==> src/rtl/spi_slave_param_if.sv <==
// SPI slave bus bundle: serial pins plus the parallel tx/rx word handshake.
// The slave modport is the view of spi_slave_param; master is the view of whatever drives it.
interface spi_slave_param_if #(
    parameter int DATA_W = 8
);
    logic              cs;
    logic              sck;
    logic              mosi;
    logic              miso;
    logic              miso_oe;
    logic [DATA_W-1:0] tx_data;
    logic              tx_valid;
    logic              tx_ready;
    logic [DATA_W-1:0] rx_data;
    logic              rx_valid;
    logic              frame_active;
    logic              underrun;

    modport slave (
        input  cs, sck, mosi, tx_data, tx_valid,
        output miso, miso_oe, tx_ready, rx_data, rx_valid, frame_active, underrun
    );

    modport master (
        output cs, sck, mosi, tx_data, tx_valid,
        input  miso, miso_oe, tx_ready, rx_data, rx_valid, frame_active, underrun
    );
endinterface

==> src/rtl/spi_slave_param.sv <==
// SPI slave, any CPOL/CPHA, DATA_W-bit MSB-first words, back-to-back within one cs frame.
// rx_valid lands SYNC_STAGES+1 clk after the final sample edge; no tx word in LOAD sends all-ones
// (sticky underrun flag compiled in by SPI_SLAVE_PARAM_UNDERRUN_EN).
module spi_slave_param #(
    parameter int DATA_W      = 8,
    parameter int CPOL        = 1,
    parameter int CPHA        = 1,
    parameter int SYNC_STAGES = 2
) (
    input  logic            i_clk,
    input  logic            i_rstn,
    spi_slave_param_if.slave bus
);
    localparam int                CNT_W  = $clog2(DATA_W);
    localparam logic              L_IDLE = (CPOL != 0);
    localparam logic [CNT_W-1:0]  L_LAST = CNT_W'(DATA_W - 1);

    typedef enum logic [1:0] {IDLE, LOAD, SHIFT} state_t;

    state_t r_state;
    state_t w_state_nxt;

    logic [SYNC_STAGES-1:0] r_sck_sync;
    logic [SYNC_STAGES-1:0] r_cs_sync;
    logic [SYNC_STAGES-1:0] r_mosi_sync;
    logic                   r_sck_d;
    logic                   r_cs_d;

    logic [DATA_W-1:0]      r_tx_shreg;
    logic [DATA_W-1:0]      r_rx_shreg;
    logic [DATA_W-1:0]      r_rx_data;
    logic                   r_rx_valid;
    logic                   r_miso;
    logic [CNT_W-1:0]       r_bit_cnt;

    logic                   w_sck_s;
    logic                   w_cs_s;
    logic                   w_mosi_s;
    logic                   w_lead;
    logic                   w_trail;
    logic                   w_sample;
    logic                   w_launch;
    logic                   w_cs_fall;
    logic                   w_shifting;
    logic                   w_word_done;
    logic                   w_tx_ready;
    logic [DATA_W-1:0]      w_load_word;

    // cs chain resets to "asserted" so a cs held low across reset never looks like a fresh falling edge.
    always_ff @(posedge i_clk or negedge i_rstn) begin
        if (!i_rstn) begin
            r_sck_sync  <= {SYNC_STAGES{L_IDLE}};
            r_cs_sync   <= '0;
            r_mosi_sync <= '0;
            r_sck_d     <= L_IDLE;
            r_cs_d      <= 1'b0;
        end else begin
            r_sck_sync  <= {r_sck_sync[SYNC_STAGES-2:0], bus.sck};
            r_cs_sync   <= {r_cs_sync[SYNC_STAGES-2:0], bus.cs};
            r_mosi_sync <= {r_mosi_sync[SYNC_STAGES-2:0], bus.mosi};
            r_sck_d     <= w_sck_s;
            r_cs_d      <= w_cs_s;
        end
    end

    assign w_sck_s     = r_sck_sync[SYNC_STAGES-1];
    assign w_cs_s      = r_cs_sync[SYNC_STAGES-1];
    assign w_mosi_s    = r_mosi_sync[SYNC_STAGES-1];
    assign w_lead      = (r_sck_d == L_IDLE) && (w_sck_s != L_IDLE);
    assign w_trail     = (r_sck_d != L_IDLE) && (w_sck_s == L_IDLE);
    assign w_sample    = (CPHA == 0) ? w_lead : w_trail;
    assign w_launch    = (CPHA == 0) ? w_trail : w_lead;
    assign w_cs_fall   = r_cs_d && !w_cs_s;
    assign w_shifting  = (r_state == SHIFT) && !w_cs_s;
    assign w_word_done = w_shifting && w_sample && (r_bit_cnt == L_LAST);
    assign w_load_word = bus.tx_valid ? bus.tx_data : '1;

    always_ff @(posedge i_clk or negedge i_rstn) begin
        if (!i_rstn) begin
            r_state <= IDLE;
        end else begin
            r_state <= w_state_nxt;
        end
    end

    always_comb begin
        w_state_nxt = r_state;
        w_tx_ready  = 1'b0;
        case (r_state)
            IDLE:    if (w_cs_fall) w_state_nxt = LOAD;
            LOAD: begin
                w_state_nxt = SHIFT;
                w_tx_ready  = bus.tx_valid && !w_cs_s;
            end
            SHIFT:   if (w_word_done) w_state_nxt = LOAD;
            default: w_state_nxt = IDLE;
        endcase
        if (w_cs_s) begin
            w_state_nxt = IDLE;
        end
    end

    // CPHA=0 drives the MSB straight out of LOAD, so the launch edge that follows a word's last
    // sample (bit counter back at 0) must not shift the freshly loaded word.
    always_ff @(posedge i_clk or negedge i_rstn) begin
        if (!i_rstn) begin
            r_tx_shreg <= '0;
            r_rx_shreg <= '0;
            r_rx_data  <= '0;
            r_rx_valid <= 1'b0;
            r_miso     <= 1'b1;
            r_bit_cnt  <= '0;
        end else begin
            r_rx_valid <= 1'b0;
            case (r_state)
                LOAD: begin
                    if (CPHA == 0) begin
                        r_miso     <= w_load_word[DATA_W-1];
                        r_tx_shreg <= {w_load_word[DATA_W-2:0], 1'b0};
                    end else begin
                        r_tx_shreg <= w_load_word;
                    end
                end
                SHIFT: begin
                    if (w_shifting && w_sample) begin
                        r_rx_shreg <= {r_rx_shreg[DATA_W-2:0], w_mosi_s};
                        r_bit_cnt  <= (r_bit_cnt == L_LAST) ? '0 : r_bit_cnt + CNT_W'(1);
                        if (r_bit_cnt == L_LAST) begin
                            r_rx_data  <= {r_rx_shreg[DATA_W-2:0], w_mosi_s};
                            r_rx_valid <= 1'b1;
                        end
                    end
                    if (w_shifting && w_launch && ((CPHA != 0) || (r_bit_cnt != '0))) begin
                        r_miso     <= r_tx_shreg[DATA_W-1];
                        r_tx_shreg <= {r_tx_shreg[DATA_W-2:0], 1'b0};
                    end
                end
                default: begin
                    r_miso    <= 1'b1;
                    r_bit_cnt <= '0;
                end
            endcase
        end
    end

`ifdef SPI_SLAVE_PARAM_UNDERRUN_EN
    logic r_underrun;

    always_ff @(posedge i_clk or negedge i_rstn) begin
        if (!i_rstn) begin
            r_underrun <= 1'b0;
        end else if (w_cs_fall) begin
            r_underrun <= 1'b0;
        end else if ((r_state == LOAD) && !bus.tx_valid && !w_cs_s) begin
            r_underrun <= 1'b1;
        end
    end

    assign bus.underrun = r_underrun;
`else
    assign bus.underrun = 1'b0;
`endif

    assign bus.miso         = r_miso;
    assign bus.miso_oe      = (r_state != IDLE);
    assign bus.frame_active = (r_state != IDLE);
    assign bus.tx_ready     = w_tx_ready;
    assign bus.rx_data      = r_rx_data;
    assign bus.rx_valid     = r_rx_valid;
endmodule
==> src/flat_wrapper.sv <==
// flat-port wrapper written by rule: the top's interface ports become plain ports
module spi_slave_param_flat 
#(
    parameter int DATA_W      = 8,
    parameter int CPOL        = 1,
    parameter int CPHA        = 1,
    parameter int SYNC_STAGES = 2
)
  (i_clk, i_rstn, bus_cs, bus_sck, bus_mosi, bus_tx_data, bus_tx_valid, bus_miso, bus_miso_oe, bus_tx_ready, bus_rx_data, bus_rx_valid, bus_frame_active, bus_underrun);
  spi_slave_param_if #(.DATA_W(DATA_W)) bus_i ();
  input  logic i_clk;
  input  logic i_rstn;
  input wire logic [$bits(bus_i.cs)-1:0] bus_cs;
  input wire logic [$bits(bus_i.sck)-1:0] bus_sck;
  input wire logic [$bits(bus_i.mosi)-1:0] bus_mosi;
  input wire logic [$bits(bus_i.tx_data)-1:0] bus_tx_data;
  input wire logic [$bits(bus_i.tx_valid)-1:0] bus_tx_valid;
  output wire logic [$bits(bus_i.miso)-1:0] bus_miso;
  output wire logic [$bits(bus_i.miso_oe)-1:0] bus_miso_oe;
  output wire logic [$bits(bus_i.tx_ready)-1:0] bus_tx_ready;
  output wire logic [$bits(bus_i.rx_data)-1:0] bus_rx_data;
  output wire logic [$bits(bus_i.rx_valid)-1:0] bus_rx_valid;
  output wire logic [$bits(bus_i.frame_active)-1:0] bus_frame_active;
  output wire logic [$bits(bus_i.underrun)-1:0] bus_underrun;
  assign bus_i.cs = bus_cs;
  assign bus_i.sck = bus_sck;
  assign bus_i.mosi = bus_mosi;
  assign bus_i.tx_data = bus_tx_data;
  assign bus_i.tx_valid = bus_tx_valid;
  assign bus_miso = bus_i.miso;
  assign bus_miso_oe = bus_i.miso_oe;
  assign bus_tx_ready = bus_i.tx_ready;
  assign bus_rx_data = bus_i.rx_data;
  assign bus_rx_valid = bus_i.rx_valid;
  assign bus_frame_active = bus_i.frame_active;
  assign bus_underrun = bus_i.underrun;
  spi_slave_param #(.DATA_W(DATA_W), .CPOL(CPOL), .CPHA(CPHA), .SYNC_STAGES(SYNC_STAGES)) u_core (.i_clk(i_clk), .i_rstn(i_rstn), .bus(bus_i));
endmodule
==> config.mk <==
export PLATFORM = sky130hd
export DESIGN_NAME = spi_slave_param_flat
export DESIGN_NICKNAME = d
export VERILOG_FILES = /design/src/rtl/spi_slave_param_if.sv /design/src/rtl/spi_slave_param.sv /design/src/flat_wrapper.sv
export SDC_FILE = /design/constraint.sdc
export NUM_CORES = 1
export LEC_CHECK = 0
export ABC_CLOCK_PERIOD_IN_PS = 3750
export CAP_MARGIN = 20
export CORE_AREA = 2 2 55 67
export CTS_CLUSTER_DIAMETER = 40
export DETAILED_ROUTE_END_ITERATION = 12
export DIE_AREA = 0 0 57 69
export HOLD_SLACK_MARGIN = 0.12
export PLACE_DENSITY = 0.85
export SKIP_LAST_GASP = 1
export SYNTH_ARGS = -nofsm -noshare
export SYNTH_HDL_FRONTEND = slang
export SYNTH_SLANG_ARGS = --single-unit
==> constraint.sdc <==
create_clock -name i_clk -period 3.75 [get_ports i_clk]
set_clock_uncertainty 0.05 [all_clocks]
set_input_delay 0.75 -clock i_clk [delete_from_list [all_inputs] [get_ports i_clk]]
set_output_delay 0.75 -clock i_clk [all_outputs]
set_load 0.1 [all_outputs]
==> results.py <==
metrics = {
    "logic_synthesis": {
        "synth.yosys.seq_area_share": 0.606,
        "syn_inst": 122,
        "syn_area_sq_um": 1580,
        "synth_warnings": 0,
        "yosys_register_bits": 38,
        "synth.distinct_cells": 30,
        "postSynthAreaPerCell_sq_um": 12.9,
        "syn_nets": 138,
    },
    "floorplan": {
        "io_pins": 28,
        "core_sq_um": 3280,
        "die_area_sq_um": 3930,
        "die_w_microns": 57,
        "initial_core_util": 0.481,
        "die_y_microns": 69,
        "rows": 23,
    },
    "detailed_routing": {
        "vias_per_cell": 5.47,
        "drtIter0Drc": 22,
        "vias": 1022,
        "routed_wl_microns": 2970,
        "firstDrtPassIters": 4,
        "wl_per_cell_microns": 15.9,
        "ant_nets": 0,
        "drc": 0,
    },
    "global_route": {
        "grt_use_met1": 0.209,
        "grt_pass1_wl_microns": 5100,
        "antenna_found_initial": 0,
        "grt.busiest_layer": "met2",
        "use_met3": 0.0582,
        "grt_max_degree": 39,
        "grt_overflow": 0,
        "use_met2": 0.258,
        "grt_pass1_vias": 1096,
        "grtUsageTotal": 0.172,
    },
    "layout": {
        "antenna_cells": 0,
        "syn_to_final_growth_pct": 23.4,
        "multiInputGateArea_sq_um": 549,
        "nets": 165,
        "nFillCells": 266,
        "mostFrequentLayoutCells": "dfrtp_1 (34), clkdlybuf4s50_1 (25), inv_1 (9), a21oi_1 (9)",
        "final_common_cell": "dfrtp_1",
        "seq_area_sq_um": 956,
        "final_cells": 187,
        "drive_above_1_share": 0.213,
    },
    "run": {
        "drv_cap": 0,
    },
    "pwr": {
        "power-per-cell-area_nw_per_um2": 446,
        "leakage_nw": 0.935,
        "ir_worst_vdd_uv": 327,
    },
    "worst_setup_path": {
        "end_kind": "primary output",
        "crit_family": "buffers and inverters",
        "crit_fanout": 7,
        "worst_ep_arrival_time_ps": 2060,
        "path_class": "reg2out",
        "cpMaxStageDelayCell": "clkdlybuf4s50_1",
        "critPathBufInv": 1,
        "cp_cell_sequence": "or2_2, clkdlybuf4s50_1",
        "startpoint_type": "flop",
        "critPathRequiredTime_ps": 2950,
        "slowest_delay_ps": 980,
    },
    "timing": {
        "post-route-period-util": 0.764,
        "timing.fmax_mhz": 349,
        "fin_hold_ws_ps": 308,
        "slew-limit-headroom": 0.344,
        "slew_violations": 0,
        "finalHoldViolations": 0,
        "post-route-min-period_ps": 2860,
        "worst_pin_slew_ps": 981,
        "finalSetupTns_ps": 0,
        "rsz0062_at_grt": "false",
        "setup_viol": 0,
    },
    "clock_network": {
        "cts_inserted_buffers": 5,
        "postCtsSetupRepairBufs": 0,
        "clock-sinks": 38,
        "worstSkewPairLatency_ps": 300,
        "cts_htree_levels": 2,
        "cts_tree": "yes",
        "clock-root-buffer": "clkbuf_8",
        "cts_hold_buf": 0,
        "cts.path.max_buffers": 2,
        "cts_resized": 0,
        "clkTransAtPathRegs_ps": 80,
    },
    "placement": {
        "io_buffers": 26,
        "dp.cells": 179,
        "dpl.hpwl_microns": 2040,
        "place.gp.congestion": 0.752,
    },
    "run_status": {
        "status": "finished, final reports clean",
    },
    "min_path": {
        "hp-class": "reg2reg",
    },
}
sequential cells by signal, indices dropped and copies added (netlist names):
register             flops
u_core.r_sck_d           1
u_core.bus.miso          1
u_core.r_bit_cnt         3
u_core.bus.rx_data       8
u_core.r_mosi_sync       2
u_core.r_cs_d            1
u_core.bus.rx_valid      1
u_core.r_tx_shreg        8
u_core.r_sck_sync        2
u_core.r_state           2
u_core.r_rx_shreg        7
u_core.r_cs_sync         2
metal layers:
| layer | up-vias | part of all wire |
|---|---|---|
| met5 | - | 0 |
| met4 | 0 | 0.030 |
| met3 | 10 | 0.060 |
| met2 | 34 | 0.49 |
| met1 | 502 | 0.42 |
| li1 | 476 | - |
power by group:
group / internal [mW] / switching (mW) / total [mW]
registers: 0.444 / 0.0237 / 0.468
logic: 0.0457 / 0.0594 / 0.105
clock network: 0.148 / 0.146 / 0.294
total: 0.637 / 0.229 / 0.867
synth_stat cells (all sizes together):
cell type,instances,area (sq um)
nand3,8,40.0
dfstp,4,105
mux2,15,199
or3b,1,8.76
mux2i,1,10.0
a211oi,1,7.51
o22ai,1,6.26
or2,1,6.26
nand3b,1,7.51
nor2b,3,18.8
nor2,3,11.3
a31oi,1,6.26
ha,2,25.0
and2,1,6.26
dfrtp,34,851
inv,9,33.8
or4b,1,10.0
nand2b,2,12.5
clkbuf,2,7.51
a21oi,9,45.0
a221o,7,70.1
nor3b,3,22.5
conb,1,3.75
nand2,5,18.8
buf,5,35.0
nand4b,1,8.76
logic make-up after synthesis:
kind of cell	after synthesis	synth area share
flip-flops	38	0.606
AND/OR/NAND/NOR	30	0.109
AO/OA/AOI/OAI	19	0.0857
buffers and inverters	16	0.0484
multiplexers	16	0.133
adder cells (fa/ha/maj)	2	0.0159
other	1	0.00238
path summary, 6_finish.rpt:
path,start,to,slack (ps),depth (start not counted)
worst max-delay path,u_core.r_state[0],bus_frame_active,890,2
worst min-delay path,u_core.r_mosi_sync[0],u_core.r_mosi_sync[1],310,0
worst max register to register,u_core.r_bit_cnt[0],u_core.bus.rx_data[6],1540,5
worst min register to register,u_core.r_mosi_sync[0],u_core.r_mosi_sync[1],310,0
max in group asynchronous,i_rstn,u_core.r_sck_sync[1],2480,2
min in group asynchronous,i_rstn,u_core.bus.rx_data[0],810,2
area by class of cell:
class / instances / share of cell area
Clock buffer: 6 / 0.0424
Clock inverter: 2 / 0.00643
Inverter: 9 / 0.0174
Multi-Input combinational cell: 68 / 0.282
Sequential cell: 38 / 0.491
Tap cell: 37 / 0.0238
Timing Repair Buffer: 27 / 0.136
metrics by stage:
step                power, mW  instance area [sq um]  setup slack [ps]  utilization
finish                  0.867                   1950               886        0.593
CTS                     0.873                   1950               872        0.593
global placement        0.574                   1850              1070        0.564
detailed placement      0.579                   1850              1020        0.564
global route            0.903                   1950               801        0.593
floorplan               0.541                   1580               725            -
(Power assumes the default switching activity.)
